--- config.mk ---
export PLATFORM = sky130hd
export DESIGN_NAME = rec_frame_seq_flat
export DESIGN_NICKNAME = d
export VERILOG_FILES = /design/src/rtl/rec_frame_seq_if.sv /design/src/rtl/rec_frame_seq.sv /design/src/flat_wrapper.sv
export SDC_FILE = /design/constraint.sdc
export NUM_CORES = 1
export LEC_CHECK = 0
export ABC_AREA = 0
export BUFFER_PORTS_ARGS = -buffer_cell sky130_fd_sc_hd__buf_2
export CORE_MARGIN = 3
export CORE_UTILIZATION = 60
export DETAILED_ROUTE_END_ITERATION = 12
export PLACE_DENSITY = 0.83
export REMOVE_ABC_BUFFERS = 1
export SYNTH_ARGS = -nofsm -noshare
export SYNTH_HDL_FRONTEND = slang
export SYNTH_SLANG_ARGS = --single-unit
--- constraint.sdc ---
create_clock -name i_clk163m84 -period 6.4 [get_ports i_clk163m84]
set_input_delay 1.28 -clock i_clk163m84 [delete_from_list [all_inputs] [get_ports i_clk163m84]]
set_output_delay 1.28 -clock i_clk163m84 [all_outputs]
set_load 0.02 [all_outputs]
--- src/rtl/rec_frame_seq_if.sv ---
// ----------------------------------------------------------------------------
// rec_frame_seq_if
// Groups the byte-link input, the CRC engine handshake, the commit bus and
// the status counters of rec_frame_seq. Signal names match the original
// flat port list so existing connections map one-to-one.
//   slave  : seen by rec_frame_seq (receives i_*, drives o_*)
//   master : seen by the surrounding logic / testbench
// ----------------------------------------------------------------------------
interface rec_frame_seq_if #(
    parameter int unsigned MAX_LEN = 32
) ();
    logic [7:0]           i_byte;
    logic                 i_byte_valid;
    logic [15:0]          i_crc;
    logic                 o_crc_init;
    logic [7:0]           o_crc_din;
    logic                 o_crc_din_vld;
    logic                 o_wr_en;
    logic [7:0]           o_wr_id;
    logic [5:0]           o_wr_len;
    logic [8*MAX_LEN-1:0] o_wr_data;
    logic                 o_busy;
    logic [15:0]          o_ok_cnt;
    logic [15:0]          o_crc_err_cnt;
    logic [15:0]          o_len_err_cnt;
    logic [15:0]          o_tmo_cnt;

    modport slave (
        input  i_byte, i_byte_valid, i_crc,
        output o_crc_init, o_crc_din, o_crc_din_vld,
        output o_wr_en, o_wr_id, o_wr_len, o_wr_data, o_busy,
        output o_ok_cnt, o_crc_err_cnt, o_len_err_cnt, o_tmo_cnt
    );

    modport master (
        output i_byte, i_byte_valid, i_crc,
        input  o_crc_init, o_crc_din, o_crc_din_vld,
        input  o_wr_en, o_wr_id, o_wr_len, o_wr_data, o_busy,
        input  o_ok_cnt, o_crc_err_cnt, o_len_err_cnt, o_tmo_cnt
    );
endinterface

--- src/rtl/rec_frame_seq.sv ---
// ----------------------------------------------------------------------------
// rec_frame_seq
// Control-link frame receiver: HDR(2) ID LEN PAYLOAD(LEN) CRC_H CRC_L.
// ID, LEN and payload bytes are forwarded to an external CRC16 engine; the
// received CRC is compared against the engine result and a good frame is
// committed on the o_wr_* bus. Bad length, bad CRC and inter-byte timeout
// are counted in saturating 16-bit counters.
// Ports:
//   i_clk163m84 : sole clock
//   i_rst_n     : asynchronous active-low reset
//   bus         : rec_frame_seq_if.slave (byte input, CRC engine, commit, stats)
// ----------------------------------------------------------------------------
module rec_frame_seq #(
    parameter logic [15:0] HDR         = 16'hEB90,
    parameter int unsigned MAX_LEN     = 32,
    parameter int unsigned TIMEOUT_CYC = 4096
) (
    input logic             i_clk163m84,
    input logic             i_rst_n,
    rec_frame_seq_if.slave  bus
);
    localparam int unsigned   GW       = $clog2(TIMEOUT_CYC);
    localparam logic [GW-1:0] GAP_LAST = GW'(TIMEOUT_CYC - 1);

    typedef enum logic [2:0] {
        ST_IDLE, ST_HDR2, ST_ID, ST_LEN, ST_PAYLOAD, ST_CRC_H, ST_CRC_L, ST_CHECK
    } state_t;

    state_t               state_q, state_d;
    logic [GW-1:0]        gap_q, gap_d;
    logic [7:0]           id_q, id_d;
    logic [5:0]           len_q, len_d;
    logic [5:0]           idx_q, idx_d;
    logic [15:0]          crc_rx_q, crc_rx_d;
    logic [8*MAX_LEN-1:0] payload_q, payload_d;
    logic                 crc_init_q, crc_init_d;
    logic [7:0]           crc_din_q, crc_din_d;
    logic                 crc_din_vld_q, crc_din_vld_d;
    logic                 wr_en_q, wr_en_d;
    logic [7:0]           wr_id_q, wr_id_d;
    logic [5:0]           wr_len_q, wr_len_d;
    logic [8*MAX_LEN-1:0] wr_data_q, wr_data_d;
    logic [15:0]          ok_cnt_q, ok_cnt_d;
    logic [15:0]          crc_err_cnt_q, crc_err_cnt_d;
    logic [15:0]          len_err_cnt_q, len_err_cnt_d;
    logic [15:0]          tmo_cnt_q, tmo_cnt_d;
    logic                 counting;
    logic                 timeout;

    function automatic logic [15:0] sat_inc(input logic [15:0] v);
        return (v == 16'hFFFF) ? v : v + 16'd1;
    endfunction

    always_comb begin
        state_d       = state_q;
        gap_d         = gap_q;
        id_d          = id_q;
        len_d         = len_q;
        idx_d         = idx_q;
        crc_rx_d      = crc_rx_q;
        payload_d     = payload_q;
        crc_init_d    = 1'b0;
        crc_din_d     = crc_din_q;
        crc_din_vld_d = 1'b0;
        wr_en_d       = 1'b0;
        wr_id_d       = wr_id_q;
        wr_len_d      = wr_len_q;
        wr_data_d     = wr_data_q;
        ok_cnt_d      = ok_cnt_q;
        crc_err_cnt_d = crc_err_cnt_q;
        len_err_cnt_d = len_err_cnt_q;
        tmo_cnt_d     = tmo_cnt_q;

        counting = (state_q != ST_IDLE) && (state_q != ST_CHECK);
        timeout  = counting && (gap_q == GAP_LAST);
        if (counting) gap_d = gap_q + 1'b1;

        // Timeout and CHECK both win over a coincident byte, which is dropped.
        if (timeout) begin
            state_d   = ST_IDLE;
            gap_d     = '0;
            tmo_cnt_d = sat_inc(tmo_cnt_q);
        end else if (state_q == ST_CHECK) begin
            state_d = ST_IDLE;
            gap_d   = '0;
            if (crc_rx_q == bus.i_crc) begin
                wr_en_d   = 1'b1;
                wr_id_d   = id_q;
                wr_len_d  = len_q;
                wr_data_d = payload_q;
                ok_cnt_d  = sat_inc(ok_cnt_q);
            end else begin
                crc_err_cnt_d = sat_inc(crc_err_cnt_q);
            end
        end else if (bus.i_byte_valid) begin
            gap_d = '0;
            unique case (state_q)
                ST_IDLE: begin
                    if (bus.i_byte == HDR[15:8]) state_d = ST_HDR2;
                end
                ST_HDR2: begin
                    if (bus.i_byte == HDR[7:0]) begin
                        state_d    = ST_ID;
                        crc_init_d = 1'b1;
                    end else if (bus.i_byte != HDR[15:8]) begin
                        state_d = ST_IDLE;
                    end
                end
                ST_ID: begin
                    id_d          = bus.i_byte;
                    crc_din_d     = bus.i_byte;
                    crc_din_vld_d = 1'b1;
                    state_d       = ST_LEN;
                end
                ST_LEN: begin
                    crc_din_d     = bus.i_byte;
                    crc_din_vld_d = 1'b1;
                    if ((bus.i_byte != 8'd0) && (32'(bus.i_byte) <= MAX_LEN)) begin
                        len_d     = 6'(bus.i_byte);
                        idx_d     = '0;
                        payload_d = '0;
                        state_d   = ST_PAYLOAD;
                    end else begin
                        len_err_cnt_d = sat_inc(len_err_cnt_q);
                        state_d       = ST_IDLE;
                    end
                end
                ST_PAYLOAD: begin
                    crc_din_d     = bus.i_byte;
                    crc_din_vld_d = 1'b1;
                    for (int unsigned k = 0; k < MAX_LEN; k++) begin
                        if (idx_q == 6'(k)) payload_d[8*k +: 8] = bus.i_byte;
                    end
                    if (idx_q == len_q - 6'd1) state_d = ST_CRC_H;
                    else                       idx_d   = idx_q + 6'd1;
                end
                ST_CRC_H: begin
                    crc_rx_d[15:8] = bus.i_byte;
                    state_d        = ST_CRC_L;
                end
                ST_CRC_L: begin
                    crc_rx_d[7:0] = bus.i_byte;
                    state_d       = ST_CHECK;
                end
                default: state_d = ST_IDLE;
            endcase
        end
    end

    always_ff @(posedge i_clk163m84 or negedge i_rst_n) begin
        if (!i_rst_n) begin
            state_q       <= ST_IDLE;
            gap_q         <= '0;
            id_q          <= '0;
            len_q         <= '0;
            idx_q         <= '0;
            crc_rx_q      <= '0;
            payload_q     <= '0;
            crc_init_q    <= 1'b0;
            crc_din_q     <= '0;
            crc_din_vld_q <= 1'b0;
            wr_en_q       <= 1'b0;
            wr_id_q       <= '0;
            wr_len_q      <= '0;
            wr_data_q     <= '0;
            ok_cnt_q      <= '0;
            crc_err_cnt_q <= '0;
            len_err_cnt_q <= '0;
            tmo_cnt_q     <= '0;
        end else begin
            state_q       <= state_d;
            gap_q         <= gap_d;
            id_q          <= id_d;
            len_q         <= len_d;
            idx_q         <= idx_d;
            crc_rx_q      <= crc_rx_d;
            payload_q     <= payload_d;
            crc_init_q    <= crc_init_d;
            crc_din_q     <= crc_din_d;
            crc_din_vld_q <= crc_din_vld_d;
            wr_en_q       <= wr_en_d;
            wr_id_q       <= wr_id_d;
            wr_len_q      <= wr_len_d;
            wr_data_q     <= wr_data_d;
            ok_cnt_q      <= ok_cnt_d;
            crc_err_cnt_q <= crc_err_cnt_d;
            len_err_cnt_q <= len_err_cnt_d;
            tmo_cnt_q     <= tmo_cnt_d;
        end
    end

    assign bus.o_crc_init    = crc_init_q;
    assign bus.o_crc_din     = crc_din_q;
    assign bus.o_crc_din_vld = crc_din_vld_q;
    assign bus.o_wr_en       = wr_en_q;
    assign bus.o_wr_id       = wr_id_q;
    assign bus.o_wr_len      = wr_len_q;
    assign bus.o_wr_data     = wr_data_q;
    assign bus.o_busy        = (state_q != ST_IDLE);
    assign bus.o_ok_cnt      = ok_cnt_q;
    assign bus.o_crc_err_cnt = crc_err_cnt_q;
    assign bus.o_len_err_cnt = len_err_cnt_q;
    assign bus.o_tmo_cnt     = tmo_cnt_q;
endmodule

--- src/flat_wrapper.sv ---
// flat-port wrapper written by rule: the top's interface ports become plain ports
module rec_frame_seq_flat 
#(
    parameter logic [15:0] HDR         = 16'hEB90,
    parameter int unsigned MAX_LEN     = 32,
    parameter int unsigned TIMEOUT_CYC = 4096
)
  (i_clk163m84, i_rst_n, bus_i_byte, bus_i_byte_valid, bus_i_crc, bus_o_crc_init, bus_o_crc_din, bus_o_crc_din_vld, bus_o_wr_en, bus_o_wr_id, bus_o_wr_len, bus_o_wr_data, bus_o_busy, bus_o_ok_cnt, bus_o_crc_err_cnt, bus_o_len_err_cnt, bus_o_tmo_cnt);
  rec_frame_seq_if #(.MAX_LEN(MAX_LEN)) bus_i ();
  input logic i_clk163m84;
  input logic i_rst_n;
  input wire logic [$bits(bus_i.i_byte)-1:0] bus_i_byte;
  input wire logic [$bits(bus_i.i_byte_valid)-1:0] bus_i_byte_valid;
  input wire logic [$bits(bus_i.i_crc)-1:0] bus_i_crc;
  output wire logic [$bits(bus_i.o_crc_init)-1:0] bus_o_crc_init;
  output wire logic [$bits(bus_i.o_crc_din)-1:0] bus_o_crc_din;
  output wire logic [$bits(bus_i.o_crc_din_vld)-1:0] bus_o_crc_din_vld;
  output wire logic [$bits(bus_i.o_wr_en)-1:0] bus_o_wr_en;
  output wire logic [$bits(bus_i.o_wr_id)-1:0] bus_o_wr_id;
  output wire logic [$bits(bus_i.o_wr_len)-1:0] bus_o_wr_len;
  output wire logic [$bits(bus_i.o_wr_data)-1:0] bus_o_wr_data;
  output wire logic [$bits(bus_i.o_busy)-1:0] bus_o_busy;
  output wire logic [$bits(bus_i.o_ok_cnt)-1:0] bus_o_ok_cnt;
  output wire logic [$bits(bus_i.o_crc_err_cnt)-1:0] bus_o_crc_err_cnt;
  output wire logic [$bits(bus_i.o_len_err_cnt)-1:0] bus_o_len_err_cnt;
  output wire logic [$bits(bus_i.o_tmo_cnt)-1:0] bus_o_tmo_cnt;
  assign bus_i.i_byte = bus_i_byte;
  assign bus_i.i_byte_valid = bus_i_byte_valid;
  assign bus_i.i_crc = bus_i_crc;
  assign bus_o_crc_init = bus_i.o_crc_init;
  assign bus_o_crc_din = bus_i.o_crc_din;
  assign bus_o_crc_din_vld = bus_i.o_crc_din_vld;
  assign bus_o_wr_en = bus_i.o_wr_en;
  assign bus_o_wr_id = bus_i.o_wr_id;
  assign bus_o_wr_len = bus_i.o_wr_len;
  assign bus_o_wr_data = bus_i.o_wr_data;
  assign bus_o_busy = bus_i.o_busy;
  assign bus_o_ok_cnt = bus_i.o_ok_cnt;
  assign bus_o_crc_err_cnt = bus_i.o_crc_err_cnt;
  assign bus_o_len_err_cnt = bus_i.o_len_err_cnt;
  assign bus_o_tmo_cnt = bus_i.o_tmo_cnt;
  rec_frame_seq #(.HDR(HDR), .MAX_LEN(MAX_LEN), .TIMEOUT_CYC(TIMEOUT_CYC)) u_core (.i_clk163m84(i_clk163m84), .i_rst_n(i_rst_n), .bus(bus_i));
endmodule
======== Word-level counts from Yosys, hierarchy flattened ========
Index checks and enable logic that the tools add are counted.
word-level totals
  logic and storage cells ................. 269
  bits in registers ....................... 652
cells by class
  equal/unequal tests ..................... 86
  $add $sub $neg .......................... 7
  bitwise logic cells ..................... 8
  reduce and logical (&&, ||, !) cells .... 55
  mux-type cells .......................... 62
  $lt $le $gt $ge ......................... 1
operators with widths
  kind                   count
  $pmux 256 s2           1
  $mux 256               1
  $mux 8                 32
  $reduce_and 6->1       34
  $eq 6x5->1 const B     16
  $ne 2x1->1 const B     33
  $add 16x1->16 const B  4
  $eq 16x16->1 const B   4
  $eq 6x4->1 const B     8
  $mux 12                4
  $reduce_and 4->1       7
  $eq 6x3->1 const B     4
  $mux 3                 8
  $pmux 3 s7             1
  $eq 16x16->1           1
  $eq 8x8->1 const B     2
  $add 12x1->12 const B  1
  $eq 12x12->1 const B   1
  $eq 3x3->1 const B     4
  $eq 6x2->1 const B     2
  $mux 1                 12
  $mux 6                 2
  $pmux 6 s2             1
  $le 8x6->1 const B     1
  other kinds (23)       35

======== Longest topological paths before layout ========
  word-level depth ........................ 7
  mapped depth ............................ 9
  gate-level depth less buffers ........... 8

======== Least setup slack after synthesis ========
No wires, ideal clock.
  kind .................................... input to register
  from .................................... input bus_i_crc[12]
  to ...................................... register u_core.wr_data_q[169], in the netlist u_core.bus.o_wr_data[169]
  stages on the path ...................... 8
  data required time ...................... 6.275 ns
  data arrival time ....................... 3.146 ns
  library setup time ...................... 0.125 ns
  setup slack ............................. 3.129 ns
  cells stage by stage .................... xnor2_1 -> nand4_1 -> nor4_1 -> nor2b_1 -> clkbuf_1 -> clkbuf_1 -> buf_2 -> mux2_2
between the ends
  cells in the longest elaborated chain, start to end .. 2
ends and longest elaborated chain
  what                        line                  RTL
  from (decl)                 flat_wrapper.sv:14    input wire logic [$bits(bus_i.i_crc)-1:0] bus_i_crc;
  $eq 16x16->1                rec_frame_seq.sv:86   if (crc_rx_q == bus.i_crc) begin
  $reduce_and 3->1 (no line)  -
  to (signal assigned)        rec_frame_seq.sv:184  wr_data_q <= wr_data_d;
  to (decl)                   rec_frame_seq.sv:42   logic [8*MAX_LEN-1:0] wr_data_q, wr_data_d;
No other way between the ends.
A chain may end at the register's enable or synchronous reset.

======== Worst setup path in the final report ========
  from .................................... input bus_i_byte[3]
  to ...................................... register u_core.payload_q[24]
between the ends
  cells in the longest elaborated chain, start to end .. 4
  elaborated cells on any way between the ends .. 5
  classes of those cells .................. order compare: 1; eq/ne: 1; reduce/logical: 3
ends and longest elaborated chain
  what                                                    line                  RTL
  from (decl)                                             flat_wrapper.sv:12    input wire logic [$bits(bus_i.i_byte)-1:0] bus_i_byte;
  $le 8x6->1 / $reduce_bool 8->1 (equally long branches)  rec_frame_seq.sv:118  if ((bus.i_byte != 8'd0) && (32'(bus.i_byte) <= MAX_LEN)) begin
  $logic_and 1x1->1 (*)                                   rec_frame_seq.sv:118
  $ne 2x1->1 (no line) (*)                                -
  $reduce_and 6->1 (no line) (*)                          -
  to (signal assigned)                                    rec_frame_seq.sv:177  payload_q <= payload_d;
  to (decl)                                               rec_frame_seq.sv:35   logic [8*MAX_LEN-1:0] payload_q, payload_d;
Every way passes the cells marked *; elsewhere a longest branch is shown, timed or not.

==> results.py <==
metrics = {
    "global_routing": {
        "grt_util_all_layers_pct": 28.99,
        "globalRouteMet2Util_pct": 47.96,
        "gr-usage-met3_pct": 5.925,
        "first_global_vias": 17640,
        "grtUsageMet1_pct": 38.94,
        "grt_start_max_net_pins": 156,
        "antenna_found_initial": 3,
        "global_route.overflow_total": 0,
        "global_route_wire_length_before_repair_mm": 102.0,
        "grt_most_used_layer": "met2",
    },
    "pwr": {
        "sw_frac_of_total_pct": 22.15,
        "total_switching_power_mw": 1.833,
        "pwr-share-clk_pct": 46.2,
        "p_comb_share_pct": 3.3,
        "power-per-cell-area_mw_per_mm2": 272.6,
        "leakage_power_total_nw": 15.75,
        "total_power_mw": 8.277,
        "irDropWorstVdd_mv": 0.2185,
        "pwr-share-seq_pct": 50.5,
        "power.internal_mw": 6.444,
    },
    "hold_path": {
        "hp-class": "reg -> reg",
    },
    "clock_tree": {
        "number_of_buffers_created_by_cts": 66,
        "clock_path_buffers": 3,
        "clkTransAtPathRegs_ps": 60,
        "cts.repair.resized": 0,
        "tritoncts": "yes",
        "hold_buf_cts": 0,
        "clock-root-buffer": "sky130_fd_sc_hd__clkbuf_16",
        "cts_sinks": 652,
        "clkLatencyLatePin_ps": 590,
        "cts_post_setup_buffers_inserted": 0,
        "htree_num_levels": 3,
    },
    "layout": {
        "post_route_cells_drive_above_1_share_pct": 37.47,
        "layout.nets": 2252,
        "layout.cells.non_filler": 2808,
        "num-fill-cells": 2787,
        "ff_latch_area_mm2": 0.01632,
        "most_common_library_cell_in_the_layout_ignoring_fill_and_taps": "sky130_fd_sc_hd__dfrtp_1",
        "area_growth_syn_to_layout_pct": 17.73,
        "final_cell_mix": "sky130_fd_sc_hd__dfrtp_1 (652), sky130_fd_sc_hd__buf_2 (371), sky130_fd_sc_hd__mux2_2 (310)",
        "multi_input_logic_area_mm2": 0.008980,
    },
    "yosys": {
        "synth_area_per_cell_um2": 13.96,
        "synth-edff-count": 0,
        "synth_sequential_area_ratio_pct": 63.26,
        "synth_seq_cells": 652,
        "instance_count_of_the_mapped_netlist": 1847,
        "synthArstFlopShare_pct": 100.0,
        "synth.lib_cells_used.distinct": 62,
        "yosysWarningCount": 0,
        "syn-cell-area_mm2": 0.02579,
        "synthFlopType": "sky130_fd_sc_hd__dfrtp_1",
    },
    "sta": {
        "tightestPinTransition_ps": 1236,
        "final_max_slew_viol_count": 0,
        "setup_ws_ps": 2711,
        "setup_viol_count_final": 0,
        "setup_total_negative_slack_ps": 0,
        "layout_min_cycle_time_ps": 3689,
        "fmaxAchievable_ghz": 0.2711,
        "finalClockSkew_ps": 20.09,
        "timing.slew.headroom_pct": 16.74,
        "report.final.hold_viol_count": 0,
        "post-route-period-util_pct": 57.65,
        "rsz0062_at_grt": "false",
    },
    "flow_run": {
        "max_cap_violations": 0,
    },
    "routing": {
        "total_via_count_in_the_routed_design": 17180,
        "aggregate_routed_wire_length_mm": 66.22,
        "post_drt_wl_per_cell_um": 23.58,
        "drc": 0,
        "drt.antenna.violating_nets": 0,
        "drt_iter0_markers": 1295,
        "viasPerCell": 6.120,
        "drt_pre_antenna_iters": 5,
    },
    "worst_setup_path": {
        "worstPathMaxFanout": 22,
        "largest_delay_share_family_worst_path": "simple AND/OR/NAND/NOR gates",
        "worstPathBufferInverterCount": 2,
        "required_ps": 6860,
        "critical_path.cell_chain": "buf_2 > or4_4 > or3_4 > nand4b_4 > a21o_2 > buf_4 > nor3_2 > a22o_1",
        "worst_path_largest_cell_delay_ps": 850,
        "worstSetupStartpointType": "input port",
        "arrival_ps": 4150,
        "worst_path_max_delay_cell": "sky130_fd_sc_hd__a21o_2",
        "critPathKind": "in -> reg",
        "setup.worst_path.end_class": "flop",
    },
    "placed_design": {
        "number_of_buffers_added_on_ports": 372,
        "preCtsSetupSlack_ps": 2108,
        "place.gp.congestion": 0.8506,
        "detailedPlacementHpwl_mm": 43.04,
        "post-place-cells": 2686,
    },
    "floorplan": {
        "dieWidth_um": 213.3,
        "die_h_um": 213.3,
        "dieArea_mm2": 0.04551,
        "initial_utilization_pct": 61.08,
        "core_mm2": 0.04223,
        "num_io_pins": 373,
        "site_rows": 75,
    },
    "run_status": {
        "outcome": "complete, no violations",
    },
}
==> synth_stat cells, types with 29 or more instances <==
| master | count | area (um^2) |
|---|---|---|
| sky130_fd_sc_hd__mux2_2 | 310 | 3491 |
| sky130_fd_sc_hd__dfrtp_1 | 652 | 16320 |
| sky130_fd_sc_hd__o2bb2ai_1 | 32 | 280.3 |
| sky130_fd_sc_hd__clkbuf_1 | 57 | 214.0 |
| sky130_fd_sc_hd__nand2_1 | 110 | 412.9 |
| sky130_fd_sc_hd__a22o_1 | 208 | 1822 |
| sky130_fd_sc_hd__nand3_1 | 29 | 145.1 |
| sky130_fd_sc_hd__nor2_1 | 45 | 168.9 |
| sky130_fd_sc_hd__o21ai_0 | 49 | 245.2 |
| sky130_fd_sc_hd__xnor2_1 | 53 | 464.2 |
| sky130_fd_sc_hd__xor2_1 | 38 | 332.8 |
| sky130_fd_sc_hd__buf_2 | 32 | 160.2 |
==> layer usage <==
metal / wire, um / share of wire (%)
met5: 13 / 0.020
met1: 27110 / 41
met2: 32560 / 49
met4: 1903 / 2.9
met3: 4635 / 7.0
==> cell families (layout without fill, tap and decap cells) <==
logic type,Yosys count,after routing,share of synthesized area [%]
other,0,3,0
AND/OR/NAND/NOR,327,327,7.253
AO/OA/AOI/OAI,335,335,10.37
multiplexers,310,310,13.54
buffers and inverters,122,541,2.004
adder cells (fa/ha/maj),10,10,0.4851
flip-flops,652,652,63.26
XOR/XNOR,91,91,3.090
==> through the flow <==
stage	hold WS [ps]	utilization, %	area [um^2]
final	476.6	71.91	30360
after global placement	456.4	66.76	28190
after detailed placement	465.1	66.76	28190
after floorplan	444.4	-	25380
after global routing	500.0	71.89	30360
after CTS	478.2	71.89	30360
==> power groups by stage <==
stage               Combinational [mW]  Sequential, mW  Clock, mW
finish                           0.269            4.18       3.83
global placement                 0.260            4.25          0
global route                     0.299            4.18       4.04
CTS                              0.273            4.18       3.87
detailed placement               0.270            4.26          0
floorplan                        0.107            4.26          0
==> worst register-to-register path: cells and delay by family (launching register included) <==
| kind | cells | cell delay [ps] |
|---|---|---|
| AOI/OAI and AO/OA | 3 | 1900 |
| and+or+nand+nor | 3 | 710 |
| DFF | 1 | 400 |
| adders and majority gates | 1 | 190 |
| buffers and inverters | 1 | 360 |
==> final cells by class <==
| class | count | share of cell area (%) |
|---|---|---|
| Antenna cell | 3 | 0.02472 |
| Clock buffer | 94 | 6.317 |
| Clock inverter | 25 | 0.8159 |
| Inverter | 27 | 0.3338 |
| Multi-Input combinational cell | 1073 | 29.57 |
| Sequential cell | 652 | 53.73 |
| Tap cell | 539 | 2.221 |
| Timing Repair Buffer | 395 | 6.980 |
==> worst paths after layout <==
kind,slack (ps),endpoint,depth (start not counted),startpoint
max,2710,u_core.payload_q[24]$_DFFE_PN0P_,8,bus_i_byte[3]
min,480,u_core.payload_q[248]$_DFFE_PN0P_,2,u_core.payload_q[248]$_DFFE_PN0P_
max reg2reg,2720,u_core.payload_q[24]$_DFFE_PN0P_,8,u_core.gap_q[0]$_DFFE_PN0P_
min reg2reg,480,u_core.payload_q[248]$_DFFE_PN0P_,2,u_core.payload_q[248]$_DFFE_PN0P_
max in group asynchronous,4200,u_core.bus.o_crc_err_cnt[10]$_DFFE_PN0P_,2,i_rst_n
min in group asynchronous,780,u_core.bus.o_wr_data[156]$_DFFE_PN0P_,1,i_rst_n
==> registers in the layout, summed over array words and instances (netlist names), 12 cells and up <==
name and count:
u_core.bus.o_crc_err_cnt 16, u_core.bus.o_len_err_cnt 16, u_core.bus.o_ok_cnt 16, u_core.bus.o_tmo_cnt 16
u_core.bus.o_wr_data 256, u_core.crc_rx_q 16, u_core.gap_q 12, u_core.payload_q 256
No activity file was read; power rests on OpenSTA's default activity.
